File: src/rtl/led_seq_pkg.sv
// Shared types and constants for the LED bounce/flash sequencer.
// Enumerator names mirror the state names used by the rest of the team.
package led_seq_pkg;

  typedef enum logic [1:0] {IDLE, LEFT, RIGHT, FLASH} state_e;

  localparam logic MODE_BOUNCE = 1'b0;
  localparam logic MODE_FLASH  = 1'b1;

endpackage

File: src/rtl/blink_edge_det.sv
// Rising-edge detector for the blink square wave.
// The history flop resets high so a level already high at reset release gives no edge.
module blink_edge_det (
  input  logic clk,
  input  logic rst,
  input  logic in,
  output logic rise
);

  logic blink_q;

  always_ff @(posedge clk or posedge rst) begin
    if (rst) begin
      blink_q <= 1'b1;
    end else begin
      blink_q <= in;
    end
  end

  assign rise = in & ~blink_q;

endmodule

File: src/rtl/led_bounce_seq.sv
// Steps a bouncing single-LED or whole-bank flash pattern once per blink rising edge,
// for a fixed number of passes per start request.
module led_bounce_seq #(
  parameter  int unsigned N_LED    = 8,
  parameter  int unsigned N_PASSES = 4,
  localparam int unsigned CNT_W    = $clog2(2 * N_PASSES + 1)
) (
  input  logic             clk,
  input  logic             rst,
  input  logic             blink,
  input  logic             start,
  input  logic             mode,
  input  logic             abort,
  output logic [N_LED-1:0] led,
  output logic             busy,
  output logic             done,
  output logic [CNT_W-1:0] pass_cnt
);

  import led_seq_pkg::*;

  localparam logic [N_LED-1:0] LED_ONE    = N_LED'(1);
  localparam logic [CNT_W-1:0] BOUNCE_END = CNT_W'(N_PASSES);
  localparam logic [CNT_W-1:0] FLASH_END  = CNT_W'(2 * N_PASSES);

  state_e           state_q, state_d;
  logic [N_LED-1:0] led_q, led_d;
  logic [CNT_W-1:0] cnt_q, cnt_d;
  logic [CNT_W-1:0] cnt_inc;
  logic             done_q, done_d;
  logic             tick;

  blink_edge_det u_edge (
    .clk  (clk),
    .rst  (rst),
    .in   (blink),
    .rise (tick)
  );

  assign cnt_inc = cnt_q + CNT_W'(1);

  always_ff @(posedge clk or posedge rst) begin
    if (rst) begin
      state_q <= IDLE;
      led_q   <= '0;
      cnt_q   <= '0;
      done_q  <= 1'b0;
    end else begin
      state_q <= state_d;
      led_q   <= led_d;
      cnt_q   <= cnt_d;
      done_q  <= done_d;
    end
  end

  always_comb begin
    state_d = state_q;
    led_d   = led_q;
    cnt_d   = cnt_q;
    done_d  = 1'b0;
    unique case (state_q)
      IDLE: begin
        led_d = '0;
        // A tick coinciding with start is deliberately dropped.
        if (start) begin
          cnt_d = '0;
          if (mode == MODE_FLASH) begin
            state_d = FLASH;
            led_d   = '1;
          end else begin
            state_d = LEFT;
            led_d   = LED_ONE;
          end
        end
      end
      LEFT: begin
        if (abort) begin
          state_d = IDLE;
          led_d   = '0;
        end else if (tick) begin
          if (!led_q[N_LED-1]) begin
            led_d = led_q << 1;
          end else begin
            cnt_d = cnt_inc;
            if (cnt_inc == BOUNCE_END) begin
              state_d = IDLE;
              led_d   = '0;
              done_d  = 1'b1;
            end else begin
              state_d = RIGHT;
              led_d   = led_q >> 1;
            end
          end
        end
      end
      RIGHT: begin
        if (abort) begin
          state_d = IDLE;
          led_d   = '0;
        end else if (tick) begin
          if (!led_q[0]) begin
            led_d = led_q >> 1;
          end else begin
            cnt_d = cnt_inc;
            if (cnt_inc == BOUNCE_END) begin
              state_d = IDLE;
              led_d   = '0;
              done_d  = 1'b1;
            end else begin
              state_d = LEFT;
              led_d   = led_q << 1;
            end
          end
        end
      end
      FLASH: begin
        if (abort) begin
          state_d = IDLE;
          led_d   = '0;
        end else if (tick) begin
          cnt_d = cnt_inc;
          if (cnt_inc == FLASH_END) begin
            state_d = IDLE;
            led_d   = '0;
            done_d  = 1'b1;
          end else begin
            led_d = ~led_q;
          end
        end
      end
    endcase
  end

  always_comb begin
    led      = led_q;
    busy     = (state_q != IDLE);
    done     = done_q;
    pass_cnt = cnt_q;
  end

endmodule
File: config.mk
export PLATFORM = sky130hd
export DESIGN_NAME = led_bounce_seq
export DESIGN_NICKNAME = d
export VERILOG_FILES = /design/src/rtl/led_seq_pkg.sv /design/src/rtl/blink_edge_det.sv /design/src/rtl/led_bounce_seq.sv
export SDC_FILE = /design/constraint.sdc
export NUM_CORES = 1
export LEC_CHECK = 0
export ABC_AREA = 0
export CAP_MARGIN = 20
export CORE_UTILIZATION = 54
export CTS_BUF_LIST = sky130_fd_sc_hd__clkbuf_4 sky130_fd_sc_hd__clkbuf_8
export DETAILED_ROUTE_END_ITERATION = 10
export GPL_ROUTABILITY_DRIVEN = 0
export PLACE_DENSITY = 0.81
export SLEW_MARGIN = 0
export SYNTH_ARGS = -nofsm -noshare
export SYNTH_HDL_FRONTEND = slang
export SYNTH_HIERARCHICAL = 1
export SYNTH_SLANG_ARGS = --single-unit
File: constraint.sdc
create_clock -name clk -period 2 [get_ports clk]
set_input_delay 0.4 -clock clk [delete_from_list [all_inputs] [get_ports clk]]
set_output_delay 0.4 -clock clk [all_outputs]
set_load 0.005 [all_outputs]
==> reports/metrics.yaml <==
outcome:
  status: "complete, no violations"
grt:
  antenna_found_initial: 0
  grt_pass1_wl_um: 5330
  grt_pass1_vias: 1203
  grt_use_total_pct: 28.8
  grt_overflow: 0
  grt_max_degree: 19
timing:
  fmax_ghz: 0.521
  max_slew_margin_pct: 61.0
  maxSlewViolCount: 0
  tns_ns: 0
  skew_ns: 0.0113
  setup_viol: 0
  min_period_ns: 1.92
  fin_ws_ns: 0.0806
  finalHoldViolations: 0
  rsz0062_at_grt: "false"
  worstMarginPinSlew_ns: 0.585
  finalCritPeriodShare_pct: 96.0
logic_synthesis:
  avgSynthCellArea_um2: 8.82
  synth_top_flop_cell: "dfrtp_1"
  synthTopCellsByArea: "dfrtp_1 32%, nand3b_1 5.1%, o21ai_0 3.8%"
  ys_warn_count: 6
  synth.largest_area_cell: "dfrtp_1"
  ys_ff_latch: 16
  async_flop_share_pct: 100
  synth_nets: 141
  yosysUniqueCellTypes: 48
  syn_area_mm2: 0.00118
  post-synth-top-area-fraction_pct: 31.7
  synth_edf_count: 0
  seq_area_frac_synth_pct: 34.0
  syn_inst: 134
critical_path:
  reg2reg_depth: 5
  crit_path_end_kind: "output pin"
  ff2ff_setup_slack_ns: 0.23
  crit_fanout: 7
  worstPathRequired_ns: 1.60
  path_class: "reg2out"
  r2r_start: "pass_cnt[0]"
  cp_data_arrival_time_ns: 1.52
  cp-start-kind: "register"
  r2r-end: "led[5]"
finish:
  multi_input_area_um2: 699
  register_area_um2: 402
  final_cell_mix: "19 x clkdlybuf4s50_1, 15 x dfrtp_1, 9 x nor2_1, 9 x o21ai_0, 9 x buf_4"
  nets: 166
  syn2layout_area_growth_pct: 23.4
  final_common_cell: "clkdlybuf4s50_1"
  final_core_util_pct: 72.9
  fill_cells: 167
  antennaDiodeCount: 0
  layout-drive-gt1-share_pct: 15.8
power_and_ir_drop:
  swShare_pct: 44.5
  pwr-share-seq_pct: 29.6
  intPower_mw: 1.24
  vdd_ir_drop_max_mv: 0.903
  p_switching_uw: 991
  clockPowerShare_pct: 9.8
  power_frac_comb_pct: 60.5
  power_mw: 2.23
  p_leak_nw: 0.563
  power_density_mw_per_mm2: 1530
drt:
  drtAntennaViolNets: 0
  drt_pre_antenna_iters: 4
  drc: 0
  drt-vias-per-instance: 6.46
  wl_per_cell_um: 16.6
  dr.first_iter.drc_count: 37
  vias: 1195
  routed_wirelength_um: 3070
clock_network:
  cts_tree: "built"
  clk_path_buf_depth: 2
  cts_resized: 0
  cts-root-buf: "clkbuf_4"
  cts_buffers: 3
  htreeDepth: 1
  postCtsHoldBufs: 0
  clk_latency_ns: 0.29
  cts_sinks: 16
  clkSlewWorstSetupHoldPaths_ns: 0.10
  cts_setup_buffers: 0
place:
  port_buffers: 19
  dp_hpwl_um: 2220
  post-place-ws_ns: -0.000403
die:
  pin_count: 20
  row_count: 16
  die_area_mm2: 0.00238
  die_h_um: 48.8
  start_util_pct: 59.1
  fp.dieW_um: 48.8
  coreArea_mm2: 0.00200
run:
  maxCapViolCount: 0
min_path:
  hold_class: "in2async"
[state kept, by name (all words and copies together), names as in the netlist]
| name | count |
|---|---|
| led | 8 |
| done | 1 |
| state_q | 2 |
| u_edge/blink_q | 1 |
| pass_cnt | 4 |
[metal layers]
metal / GRT usage [%] / vias to the layer above / share of wire [%]
li1: - / 558 / -
met1: 35.4 / 569 / 41
met2: 48.6 / 62 / 51
met3: 4.05 / 6 / 6.4
met4: 15.2 / 0 / 1.5
met5: 0 / - / 0
[synth_stat cells (2+ instances only)]
cell / instances
nor2b_1: 4
nand2b_1: 5
a32oi_1: 2
nor4_1: 2
a31oi_1: 7
o21ai_2: 2
nor2_1: 9
nand3b_1: 8
nand2_1: 7
a22o_1: 2
nand3_1: 3
inv_1: 7
buf_2: 5
o21ai_1: 2
o22ai_1: 4
buf_6: 2
a21oi_1: 2
o2bb2ai_1: 2
dfrtp_1: 15
nand4_1: 2
nor3_1: 2
a21boi_2: 2
a22oi_1: 4
and2_1: 2
o21ai_0: 9
[kinds of logic (layout without fill, tap and decap cells)]
| logic type | after synthesis | count (layout) | share of synthesized area (%) |
|---|---|---|---|
| AND/OR/NAND/NOR | 52 | 52 | 26.6 |
| multiplexers | 1 | 1 | 0.952 |
| flip-flops | 16 | 16 | 34.0 |
| AO/OA/AOI/OAI | 48 | 48 | 30.6 |
| adder cells (fa/ha/maj) | 1 | 1 | 1.06 |
| buffers and inverters | 16 | 40 | 6.88 |
[worst max-delay path: stages, from the launching register on]
cell and delay, ns:
dfrtp_1 0.52, nor2_2 0.08, inv_2 0.12, clkdlybuf4s50_1 0.51
[worst max-delay path by stage]
stage	start	to	slack, ns	cells past startpoint
after floorplan	pass_cnt[0]	led[5]	0.35	5
after global placement	blink	pass_cnt[0]	0.06	6
after detailed placement	blink	pass_cnt[0]	-0.0004	6
after CTS	state_q[0]	busy	0.08	3
after global routing	state_q[0]	busy	0.002	3
final	state_q[0]	busy	0.08	3
[power by group through the flow]
stage                     clock network, mW  registers, mW  logic [mW]
final                                 0.219          0.660        1.35
after global routing                  0.233          0.684        1.48
after CTS                             0.220          0.657        1.35
after detailed placement                  0          0.662        1.33
after global placement                    0          0.653        1.29
after floorplan                           0          0.591       0.910
[metrics by stage]
stage	cells	hold WS [ns]	cell area, µm²
after detailed placement	181	0.584	1420
after CTS	185	0.418	1460
after global routing	185	0.436	1460
after global placement	181	0.568	1420
after floorplan	134	0.290	1180
final	185	0.414	1460
[layout make-up]
type	instances	area share, %
well taps	27	2.32
multi-input cells	102	47.9
repair buffers	28	17.7
clock buffers	4	2.49
flip-flops and latches	16	27.5
inverters	8	2.06
No activity file was read; power rests on OpenSTA's default activity.
